**src/rtl/div_pipe_arbiter_if.sv**
```systemverilog
// Requester, divider and response signals of the shared-divider arbiter.
// The master side is the requesters plus the divider; the slave side is the arbiter.
interface div_pipe_arbiter_if #(
  parameter int N_REQ = 4
);
  logic [N_REQ-1:0]   req_valid;
  logic [8*N_REQ-1:0] req_dividend;
  logic [8*N_REQ-1:0] req_divisor;
  logic [N_REQ-1:0]   req_ready;
  logic [7:0]         div_dividend;
  logic [7:0]         div_divisor;
  logic [7:0]         div_quotient;
  logic [7:0]         div_remainder;
  logic [N_REQ-1:0]   rsp_valid;
  logic [7:0]         rsp_quotient;
  logic [7:0]         rsp_remainder;
  logic               rsp_dz;
  logic [3:0]         inflight;

  modport master (
    output req_valid, req_dividend, req_divisor, div_quotient, div_remainder,
    input  req_ready, div_dividend, div_divisor, rsp_valid, rsp_quotient,
           rsp_remainder, rsp_dz, inflight
  );

  modport slave (
    input  req_valid, req_dividend, req_divisor, div_quotient, div_remainder,
    output req_ready, div_dividend, div_divisor, rsp_valid, rsp_quotient,
           rsp_remainder, rsp_dz, inflight
  );
endinterface

```
**src/rtl/div_pipe_arbiter.sv**
```systemverilog
// Round-robin sharing of one fixed-latency pipelined 8-bit signed divider; result returns PIPE_LAT+1 cycles after issue.
// Backpressure: one outstanding op per requester; req_ready is withheld until that requester's response cycle.
module div_pipe_arbiter #(
  parameter int N_REQ    = 4,
  parameter int PIPE_LAT = 10,
  parameter int TAG_W    = 2
) (
  input logic               clk,
  input logic               rst_n,
  div_pipe_arbiter_if.slave bus
);

  typedef struct packed {
    logic             vld;
    logic [TAG_W-1:0] tag;
    logic             dz;
  } shadow_t;

  logic [N_REQ-1:0] busy;
  logic [N_REQ-1:0] eligible;
  logic [N_REQ-1:0] grant;
  logic [N_REQ-1:0] rsp_onehot;
  logic [TAG_W-1:0] ptr;
  logic [TAG_W-1:0] gnt_idx;
  logic             issue;
  logic [7:0]       sel_dividend;
  logic [7:0]       sel_divisor;
  shadow_t          sh [PIPE_LAT];
  shadow_t          last;

  assign eligible = bus.req_valid & ~busy;
  assign last     = sh[PIPE_LAT-1];

  // Grant is held off while reset is asserted so req_ready reads 0 even with requests pending.
  always_comb begin
    grant   = '0;
    gnt_idx = '0;
    issue   = 1'b0;
    if (rst_n) begin
      for (int k = 0; k < N_REQ; k++) begin
        if (!issue && eligible[(int'(ptr) + k) % N_REQ]) begin
          issue                            = 1'b1;
          gnt_idx                          = TAG_W'((int'(ptr) + k) % N_REQ);
          grant[(int'(ptr) + k) % N_REQ]   = 1'b1;
        end
      end
    end
  end

  always_comb begin
    sel_dividend = '0;
    sel_divisor  = '0;
    for (int i = 0; i < N_REQ; i++) begin
      if (grant[i]) begin
        sel_dividend = bus.req_dividend[8*i +: 8];
        sel_divisor  = bus.req_divisor[8*i +: 8];
      end
    end
  end

  assign bus.req_ready    = grant;
  assign bus.div_dividend = sel_dividend;
  assign bus.div_divisor  = sel_divisor;
  assign rsp_onehot       = last.vld ? (N_REQ'(1) << last.tag) : '0;

  always_ff @(posedge clk or negedge rst_n) begin
    if (!rst_n) begin
      ptr               <= '0;
      busy              <= '0;
      bus.inflight      <= '0;
      bus.rsp_valid     <= '0;
      bus.rsp_quotient  <= '0;
      bus.rsp_remainder <= '0;
      bus.rsp_dz        <= 1'b0;
      for (int k = 0; k < PIPE_LAT; k++) begin
        sh[k] <= '0;
      end
    end else begin
      if (issue) begin
        ptr <= (gnt_idx == TAG_W'(N_REQ - 1)) ? '0 : gnt_idx + 1'b1;
      end
      busy <= (busy | grant) & ~rsp_onehot;

      sh[0] <= '{vld: issue, tag: gnt_idx, dz: issue && (sel_divisor == 8'h00)};
      for (int k = 1; k < PIPE_LAT; k++) begin
        sh[k] <= sh[k-1];
      end

      case ({issue, last.vld})
        2'b10:   bus.inflight <= bus.inflight + 4'd1;
        2'b01:   bus.inflight <= bus.inflight - 4'd1;
        default: bus.inflight <= bus.inflight;
      endcase

      bus.rsp_valid <= rsp_onehot;
      bus.rsp_dz    <= last.vld & last.dz;
      // Result data only moves with a real response; idle-slot divider output is never exposed.
      if (last.vld) begin
        if (last.dz) begin
          bus.rsp_quotient  <= 8'hFF;
          bus.rsp_remainder <= 8'h00;
        end else begin
          bus.rsp_quotient  <= bus.div_quotient;
          bus.rsp_remainder <= bus.div_remainder;
        end
      end
    end
  end

endmodule
```
**src/flat_wrapper.sv**
```systemverilog
// flat-port wrapper written by rule: the top's interface ports become plain ports
module div_pipe_arbiter_flat 
#(
  parameter int N_REQ    = 4,
  parameter int PIPE_LAT = 10,
  parameter int TAG_W    = 2
)
  (clk, rst_n, bus_req_valid, bus_req_dividend, bus_req_divisor, bus_div_quotient, bus_div_remainder, bus_req_ready, bus_div_dividend, bus_div_divisor, bus_rsp_valid, bus_rsp_quotient, bus_rsp_remainder, bus_rsp_dz, bus_inflight);
  div_pipe_arbiter_if #(.N_REQ(N_REQ)) bus_i ();
  input logic clk;
  input logic rst_n;
  input wire logic [$bits(bus_i.req_valid)-1:0] bus_req_valid;
  input wire logic [$bits(bus_i.req_dividend)-1:0] bus_req_dividend;
  input wire logic [$bits(bus_i.req_divisor)-1:0] bus_req_divisor;
  input wire logic [$bits(bus_i.div_quotient)-1:0] bus_div_quotient;
  input wire logic [$bits(bus_i.div_remainder)-1:0] bus_div_remainder;
  output wire logic [$bits(bus_i.req_ready)-1:0] bus_req_ready;
  output wire logic [$bits(bus_i.div_dividend)-1:0] bus_div_dividend;
  output wire logic [$bits(bus_i.div_divisor)-1:0] bus_div_divisor;
  output wire logic [$bits(bus_i.rsp_valid)-1:0] bus_rsp_valid;
  output wire logic [$bits(bus_i.rsp_quotient)-1:0] bus_rsp_quotient;
  output wire logic [$bits(bus_i.rsp_remainder)-1:0] bus_rsp_remainder;
  output wire logic [$bits(bus_i.rsp_dz)-1:0] bus_rsp_dz;
  output wire logic [$bits(bus_i.inflight)-1:0] bus_inflight;
  assign bus_i.req_valid = bus_req_valid;
  assign bus_i.req_dividend = bus_req_dividend;
  assign bus_i.req_divisor = bus_req_divisor;
  assign bus_i.div_quotient = bus_div_quotient;
  assign bus_i.div_remainder = bus_div_remainder;
  assign bus_req_ready = bus_i.req_ready;
  assign bus_div_dividend = bus_i.div_dividend;
  assign bus_div_divisor = bus_i.div_divisor;
  assign bus_rsp_valid = bus_i.rsp_valid;
  assign bus_rsp_quotient = bus_i.rsp_quotient;
  assign bus_rsp_remainder = bus_i.rsp_remainder;
  assign bus_rsp_dz = bus_i.rsp_dz;
  assign bus_inflight = bus_i.inflight;
  div_pipe_arbiter #(.N_REQ(N_REQ), .PIPE_LAT(PIPE_LAT), .TAG_W(TAG_W)) u_core (.clk(clk), .rst_n(rst_n), .bus(bus_i));
endmodule
```
**config.mk**
```make
export PLATFORM = sky130hd
export DESIGN_NAME = div_pipe_arbiter_flat
export DESIGN_NICKNAME = d
export VERILOG_FILES = /design/src/rtl/div_pipe_arbiter_if.sv /design/src/rtl/div_pipe_arbiter.sv /design/src/flat_wrapper.sv
export SDC_FILE = /design/constraint.sdc
export NUM_CORES = 1
export LEC_CHECK = 0
export BUFFER_PORTS_ARGS = -buffer_cell sky130_fd_sc_hd__clkbuf_2
export CAP_MARGIN = 25
export CORE_MARGIN = 2
export CORE_UTILIZATION = 44
export DETAILED_ROUTE_END_ITERATION = 6
export PLACE_DENSITY = 0.76
export SYNTH_ARGS = -nofsm -noshare
export SYNTH_HDL_FRONTEND = slang
export SYNTH_SLANG_ARGS = --single-unit
```
**constraint.sdc**
```tcl
create_clock -name clk -period 3.7 [get_ports clk]
set_input_delay 0.185 -clock clk [delete_from_list [all_inputs] [get_ports clk]]
set_output_delay 0.185 -clock clk [all_outputs]
set_load 0.03 [all_outputs]
```
==> impl_metrics.tcl <==
set metrics [dict create \
    outcome "finished clean" \
    clk_pin_slew_ns 0.07 \
    rsz0062_at_grt "false" \
    layout_common_cells "clkbuf_2, dfrtp_1, nand2_1, o21ai_0, inv_1" \
    async_flop_share_pct 100 \
    clock_latency_ns 0.33 \
    hp-class "input pin to flop" \
    final_common_cell "clkbuf_2" \
    path_max_fanout 12 \
    min_from "bus_div_remainder[5]" \
    synth-simple-area-share_pct 12.4 \
    r2r_start "u_core.ptr[0]$_DFFE_PN0P_" \
    start_util_pct 45.6 \
    synth.area.mux_share_pct 2.87 \
    p_total_w 0.00423 \
    gp_congestion 0.877 \
    clock-sinks 71 \
    synth-edff-count 0 \
    synth.net_count 414 \
    hold_depth 3 \
    p_per_area_nw_per_um2 958 \
    slowest_stage "dfrtp_2" \
    r2r_end "u_core.sh[36]$_DFF_PN0_" \
    num_rows 31 \
    finalMaxSlewViolations 0 \
    rrSetupSlack_ns 0.31 \
    grt_max_degree 54 \
    synth_cells 317 \
    placed_area_um2 4160 \
    start_kind "flop" \
    fp.dieW_um 90.7 \
    max_cap_violations 0 \
    ys_seq_area_share_pct 53.7 \
    period_minus_slack_ns 3.47 \
    first_pass_iters 4 \
    max_stage_delay_ns 0.40 \
    ios 131 \
    synth_compound_area_share_pct 20.6 \
    overflow 0 \
    cp-end-kind "primary output" \
    critPathKind "flop to primary output" \
    antenna_found_initial 0 \
    crit_required_ns 3.51 \
    avgRoutedWirePerCell_um 14.4 \
    area_growth_pct 33.4 \
    antennaDiodeCount 0 \
    finalHoldViolations 0 \
    timing_worst_slew_pin_value_ns 0.806 \
    numPortBuffers 130 \
    cp_cell_sequence "inv_1 -> ha_2 -> mux4_2 -> o31a_1 -> and3_1 -> o31a_1 -> and2_4 -> a221o_1 -> o211ai_1 -> o21ai_0 -> clkbuf_2" \
    die_h_um 90.7 \
    drt_iter0_markers 131 \
    finalSetupTns_ns 0 \
    ant_nets 0 \
    path_common_cell "o31a_1" \
    maxSlewHeadroom_pct 45.8 \
    cp.arrival_ns 3.29 \
    fp.dieArea_um2 8230 \
    synth_area_um2 3310 \
    synthAdderAreaFrac_pct 4.39 \
    htree_levels 3 \
    max_freq_mhz 288 \
    grt_pass1_vias 2888 \
    ys_types 45 \
    totalWireLength_um 8070 \
    synth_seq_cells 71 \
    ys_warn_count 0 \
    crit_family "compound AO/OA/AOI/OAI gates" \
    hold_ws_ns 0.0658 \
    cts_tree "done" \
    holdPathEnd "u_core.bus.rsp_remainder[5]$_DFFE_PN0P_" \
    vias 2918 \
    dp_hpwl_um 5980 \
    synth_xor_area_share_pct 1.06 \
    pre_cts_ws_ns 0.260 \
    clockBufferDepth 2 \
    grt_pass1_wl_um 13400 \
    crit_buf_inv 2 \
    reg2reg_depth 12 \
    syn_area_per_cell_um2 10.4 \
    viasPerCell 5.20 \
    final_cell_area_um2 4420 \
    leakagePower_nw 2.27 \
    core_area_um2 7250 \
    grtUsageTotal_pct 20.2 \
    worst_slack_ns 0.230 \
    finalCritPeriodShare_pct 93.8 \
    drive_above_1_share_pct 37.7 \
    synth-main-ff-cell "dfrtp_1" \
    ir_drop_uv 668 \
    cts-root-buf "clkbuf_8" \
    fin_nets 554 \
    drc_errors 0 \
    cts_buffers 9 \
    fin_skew_ns 0.00843 \
    synth_top_family_by_area "compound AO/OA/AOI/OAI gates" \
    finalSetupViolations 0 \
]
[layer usage]
layer	share of wire (%)	vias to the layer above	global-route usage (%)
li1	-	1404	-
met2	46	113	31.8
met5	0	-	0
met4	1.2	0	5.51
met3	6.4	11	5.68
met1	46	1390	27.4
[cell families (layout without fill, tap and decap cells)]
| family | after synthesis | after routing |
|---|---|---|
| and+or+nand+nor | 85 | 85 |
| xor gates and xnor gates | 4 | 4 |
| DFF | 71 | 71 |
| muxes | 7 | 7 |
| adders and majority gates | 11 | 11 |
| AOI/OAI and AO/OA | 96 | 96 |
| buffers and inverters | 43 | 188 |
[cell usage after synthesis, types with 3 or more instances]
cell type   n  area [µm²]
a221o_1     8        80.1
o22a_1      8        70.1
o31ai_1     6        45.0
o211ai_1   10        75.1
mux2i_1     5        50.1
nor3_1      8        40.0
a21oi_1     7        35.0
clkbuf_1   11        41.3
a221oi_1    4        35.0
nor2_1     18        67.6
nand2b_1    5        31.3
nand3_1     7        35.0
and2_1      3        18.8
a31oi_1     6        37.5
and3_1      5        31.3
inv_1      28         105
ha_1       10         125
dfrtp_1    71        1780
nor2b_1     5        31.3
o21ai_0    32         160
nand2_1    29         109
[registers in the layout (all words and copies together), names as in the netlist]
signal / flops
u_core.sh: 36
u_core.bus.rsp_quotient: 8
u_core.bus.rsp_remainder: 8
u_core.bus.inflight: 4
u_core.bus.rsp_valid: 4
u_core.busy: 4
u_core.last: 4
u_core.ptr: 2
u_core.bus.rsp_dz: 1
[final cells by class]
class                           count  area [µm²]
Fill cell                         640        2840
Sequential cell                    71        1780
Multi-Input combinational cell    203        1440
Timing Repair Buffer              142         746
Clock buffer                       14         173
Tap cell                           99         124
Inverter                           30         115
Clock inverter                      2        37.5
[worst reg2reg max path, stage by stage (launching register included)]
cell,delay (ns)
dfrtp_2,0.40
inv_1,0.16
ha_2,0.35
mux4_2,0.35
o31ai_1,0.12
nor2_1,0.14
a221oi_4,0.39
buf_4,0.19
inv_4,0.05
nor2_4,0.22
a31oi_4,0.12
or4_1,0.54
nor4_2,0.26
[per-stage QoR]
| stage | util, % | cells |
|---|---|---|
| finish | 60.9 | 561 |
| global placement | 57.4 | 542 |
| CTS | 60.4 | 559 |
| global route | 60.9 | 561 |
| detailed placement | 57.4 | 542 |
| floorplan | - | 317 |
[worst max-delay path by stage]
stage / startpoint / endpoint / cells past startpoint
detailed placement: u_core.ptr[0]$_DFFE_PN0P_ / u_core.sh[36]$_DFF_PN0_ / 11
floorplan: u_core.ptr[0]$_DFFE_PN0P_ / u_core.sh[36]$_DFF_PN0_ / 13
CTS: u_core.ptr[0]$_DFFE_PN0P_ / bus_div_divisor[6] / 10
finish: u_core.ptr[0]$_DFFE_PN0P_ / bus_div_dividend[1] / 11
global route: u_core.ptr[0]$_DFFE_PN0P_ / bus_div_dividend[2] / 11
global placement: u_core.ptr[0]$_DFFE_PN0P_ / u_core.sh[36]$_DFF_PN0_ / 11
[what timing repair did]
| item | in CTS | in global routing |
|---|---|---|
| setup endpoints to repair | 0 | 16 |
| hold buffers | 1 | 0 |
| resized for setup | 0 | 7 |
| endpoints found under the hold margin | 19 | 0 |
| buffers inserted | 0 | 2 |
[power by group]
part	switching, W	internal, W
Sequential	0.000113	0.00101
Clock	0.000268	0.000368
Combinational	0.00161	0.000860
Note: power is estimated with default switching activity, not from simulation.
